**src/rtl/pipe_stage_skid.sv**
```systemverilog
// pipe_stage_skid
// ---------------
// Elastic pipeline register with a one-entry skid buffer. It sits between two
// pipeline stages and passes a packed payload across a valid/ready handshake.
// Because of the skid register, in_ready depends only on local state. The
// downstream out_ready therefore never ripples combinationally back upstream.
// A synchronous flush empties the stage and parks the BUBBLE payload on
// out_data. The same happens on reset.
//
// Parameters:
//   DATA_W     payload width in bits (>= 1)
//   BUBBLE     payload presented on out_data whenever the stage is empty
//
// Ports:
//   clk        clock, all state changes on the rising edge
//   rst        synchronous active-high reset
//   in_valid   upstream offers in_data this cycle
//   in_ready   stage can take an entry (decoded from state only)
//   in_data    upstream payload
//   flush      synchronous kill of every held entry
//   out_valid  out_data holds a valid entry
//   out_ready  downstream consumes when high together with out_valid
//   out_data   head payload (main register)
//   occupancy  number of held entries: 0, 1 or 2

module pipe_stage_skid #(
    parameter int unsigned          DATA_W = 32,
    parameter logic [DATA_W-1:0]    BUBBLE = '0
) (
    input  logic              clk,
    input  logic              rst,
    input  logic              in_valid,
    output logic              in_ready,
    input  logic [DATA_W-1:0] in_data,
    input  logic              flush,
    output logic              out_valid,
    input  logic              out_ready,
    output logic [DATA_W-1:0] out_data,
    output logic [1:0]        occupancy
);

    // The encoding equals the entry count, so occupancy is the state itself.
    typedef enum logic [1:0] {
        EMPTY = 2'd0,
        ONE   = 2'd1,
        FULL  = 2'd2
    } state_t;

    state_t            r_state;
    logic [DATA_W-1:0] r_main;
    logic [DATA_W-1:0] r_skid;

    logic w_accept;
    logic w_fire;

    // Every output is a pure decode of flops. The handshake terms below only
    // feed the next-state logic and never reach an output combinationally.
    assign in_ready  = (r_state != FULL);
    assign out_valid = (r_state != EMPTY);
    assign occupancy = r_state;
    assign out_data  = r_main;

    assign w_accept = in_valid & in_ready;
    assign w_fire   = out_valid & out_ready;

    // State and storage update.
    // Flush behaves exactly like reset. An entry offered in the same cycle is
    // dropped. A fire in the same cycle has already been taken downstream.
    // The skid register is loaded only when the main register is stalled. It
    // drains into main as soon as the head is consumed. This keeps FIFO order.
    always_ff @(posedge clk) begin
        if (rst || flush) begin
            r_state <= EMPTY;
            r_main  <= BUBBLE;
            r_skid  <= BUBBLE;
        end else begin
            case (r_state)
                EMPTY: begin
                    if (w_accept) begin
                        r_state <= ONE;
                        r_main  <= in_data;
                    end
                end
                ONE: begin
                    if (w_accept && w_fire) begin
                        r_main <= in_data;
                    end else if (w_accept) begin
                        r_state <= FULL;
                        r_skid  <= in_data;
                    end else if (w_fire) begin
                        r_state <= EMPTY;
                        r_main  <= BUBBLE;
                    end
                end
                FULL: begin
                    if (w_fire) begin
                        r_state <= ONE;
                        r_main  <= r_skid;
                        r_skid  <= BUBBLE;
                    end
                end
                default: begin
                    r_state <= EMPTY;
                    r_main  <= BUBBLE;
                    r_skid  <= BUBBLE;
                end
            endcase
        end
    end

endmodule

```
**config.mk**
```make
export PLATFORM = sky130hd
export DESIGN_NAME = pipe_stage_skid
export DESIGN_NICKNAME = d
export VERILOG_FILES = /design/src/rtl/pipe_stage_skid.sv
export SDC_FILE = /design/constraint.sdc
export NUM_CORES = 1
export LEC_CHECK = 0
export CORE_MARGIN = 5
export CORE_UTILIZATION = 44
export DETAILED_ROUTE_END_ITERATION = 16
export GPL_ROUTABILITY_DRIVEN = 0
export PLACE_DENSITY = 0.75
export SYNTH_ARGS = -nofsm -noshare
export SYNTH_HDL_FRONTEND = slang
export SYNTH_SLANG_ARGS = --single-unit
```
**constraint.sdc**
```tcl
create_clock -name clk -period 1.29 [get_ports clk]
set_input_delay 0.129 -clock clk [delete_from_list [all_inputs] [get_ports clk]]
set_output_delay 0.129 -clock clk [all_outputs]
set_load 0.02 [all_outputs]
```
==> results_dict.tcl, run 1 <==
set metrics [dict create \
    setup_viol 66 \
    dpl.hpwl_um 5638 \
    fin_nets 470 \
    leakage_nw 1.549 \
    avgSynthCellArea_um2 8.627 \
    num_rows 29 \
    crit_top_cell "buf_6" \
    ys_types 29 \
    rsz0062_at_grt "yes" \
    finalMaxSlewViolations 0 \
    drive_gt1_frac 0.1747 \
    clock_skew_ns 0.007453 \
    fmax_mhz 696.0 \
    syn_area_um2 2950 \
    finalCriticalPeriod_ns 1.437 \
    ys_top_cells_by_area "dfxtp_1, nand2_1, a221o_1" \
    final_common_cell "nand2_1" \
    drt-vias-per-instance 5.896 \
    setup_ws_ns -0.1468 \
    ir_drop_mv 0.5220 \
    overflow 0 \
    fin_area_um2 4180 \
    slew_headroom 0.7281 \
    ios 73 \
    violations "setup timing" \
    crit_slowest_cell "dfxtp_4" \
    dr.pass1.iters 5 \
    ys_warn_count 0 \
    end_kind "output pin" \
    placed_area_um2 3870 \
    remaining_drc_errors 0 \
    cts-root-buf "clkbuf_8" \
    core_um2 6422 \
    slowest_delay_ns 0.37 \
    clk_path_buf_depth 2 \
    grt_start_max_net_pins 30 \
    dp.cells 488 \
    cts_tree "built" \
    clk_latency_ns 0.34 \
    cp.arrival_ns 1.31 \
    yosysTopAreaCell "dfxtp_1" \
    finalHoldViolations 0 \
    crit_chain "buf_4, buf_6, or2_4, buf_6" \
    hold_class "input pin to flip-flop" \
    grt_pass1_wl_um 14230 \
    outcome "finished with violations" \
    synth_nets 379 \
    required_ns 1.16 \
    cap_violations 0 \
    layout_common_cells "nand2_1, dfxtp_1, clkdlybuf4s50_1" \
    grt_use_total 0.2055 \
    ys_ff_latch 66 \
    drt_iter0_markers 285 \
    netlist_instances 342 \
    yosys.area.top_type_share 0.4478 \
    tightest_slew_ns 0.4074 \
    crit_path_start_kind "flip-flop" \
    start_util 0.4594 \
    die_width_um 91.89 \
    fin_crit_sh 1.114 \
    vias 3019 \
    ys_seq_area_frac 0.4478 \
    numCtsBuffers 9 \
    cts_hold_buffers 0 \
    syn2layout_area_growth_pct 41.69 \
    antenna_cells 0 \
    antenna_found_initial 0 \
    antenna_left 0 \
    total_power_mw 4.221 \
    wire_per_inst_um 16.88 \
    cts.sinks 66 \
    htreeDepth 3 \
    portBuffers 72 \
    die-area_um2 8443 \
    cp_max_fo 6 \
    grt_pass1_vias 2931 \
    crit_type "flip-flop to output pin" \
    stdcell_count 512 \
    powerDensity_nw_per_um2 1010 \
    wirelength_um 8645 \
    die_h_um 91.89 \
    cts.clk_slew.worst_paths_ns 0.07 \
]
==> critical path, delay by kind of cell, from the launching register on <==
family	cells	cell delay (ns)
buffers and inverters	3	0.38
DFF	1	0.37
and+or+nand+nor	1	0.22
==> metal layers <==
metal,GRT usage,wire (um),vias to the layer above
li1,-,-,1431
met1,0.2706,4011,1462
met2,0.3242,4011,118
met3,0.04992,528,8
met4,0.08292,93,0
met5,0,0,-
==> what timing repair did <==
action                                  CTS  global route
pin swaps                                25             6
gates cloned                              4             0
resized for setup                        68            17
endpoints found under the setup margin  100            67
buffers inserted                          5             3
==> cells by family (layout without fill, tap and decap cells) <==
kind of cell / count (synthesis) / in the layout / synth area share
flops: 66 / 66 / 0.4478
buf+inv: 35 / 128 / 0.06234
simple gates: 171 / 171 / 0.2922
compound gates: 68 / 68 / 0.1904
mux: 2 / 2 / 0.007209
==> through the flow <==
stage	worst slack, ns	util	setup TNS [ns]	hold slack [ns]
floorplan	-0.1029	-	-3.186	0.2679
global placement	-0.4171	0.6026	-24.88	0.4705
detailed placement	-0.4672	0.6026	-27.57	0.4711
CTS	-0.1422	0.6400	-5.393	0.3469
global route	-0.2098	0.6509	-9.549	0.3229
finish	-0.1468	0.6509	-5.972	0.3016
==> cell type report <==
type                    count  area (um2)
fillers                   512        2242
multi-input cells         241        1493
flip-flops and latches     66        1329
repair buffers            114        1085
clock buffers              13       168.9
well taps                  77       96.34
inverters                   1       8.758
==> registers in the layout, summed over array words and instances, names as in the netlist <==
signal	flops
out_data	32
occupancy	2
r_skid	32
==> path summary, 6_finish.rpt <==
path | start | endpoint | slack [ns] | cells after the start
worst max-delay path | occupancy[1]$_SDFFE_PP0P_ | out_valid | -0.15 | 4
worst min-delay path | out_ready | occupancy[1]$_SDFFE_PP0P_ | 0.30 | 3
worst max register to register | occupancy[1]$_SDFFE_PP0P_ | r_skid[6]$_SDFFE_PP0P_ | -0.14 | 6
worst min register to register | out_data[18]$_SDFFE_PP0P_ | out_data[18]$_SDFFE_PP0P_ | 0.48 | 1
==> power by group <==
part / internal [mW] / switching (mW) / total (mW)
clock: 0.825 / 0.707 / 1.53
combinational: 0.285 / 0.295 / 0.580
sequential: 2.08 / 0.0285 / 2.11
==> cells in the mapped netlist <==
cell,instances
and2b_2,2
nand2_1,94
buf_4,1
a31oi_1,32
a21oi_1,2
nor3_1,30
inv_2,1
or2_1,1
mux2_2,1
buf_6,4
or3_1,1
o22ai_4,1
buf_1,2
nor2_1,3
clkbuf_1,12
nor4bb_1,1
or2_2,1
o32ai_1,1
nand2b_1,1
nor3b_4,1
buf_2,15
and2b_1,1
a221o_2,2
nand3b_1,32
dfxtp_1,66
a221o_1,30
and4_1,2
mux2i_1,1
or3_4,1
(Power assumes the default switching activity.)
==> inputs of run 2 (changes only) <==
--- a/config.mk
+++ b/config.mk
@@ -7,6 +7,7 @@
 export LEC_CHECK = 0
 export CORE_MARGIN = 5
 export CORE_UTILIZATION = 44
+export CTS_CLUSTER_SIZE = 40
 export DETAILED_ROUTE_END_ITERATION = 16
 export GPL_ROUTABILITY_DRIVEN = 0
 export PLACE_DENSITY = 0.75
==> results of run 2 <==
Final layout, timing and power as in run 1 (identical DEF).
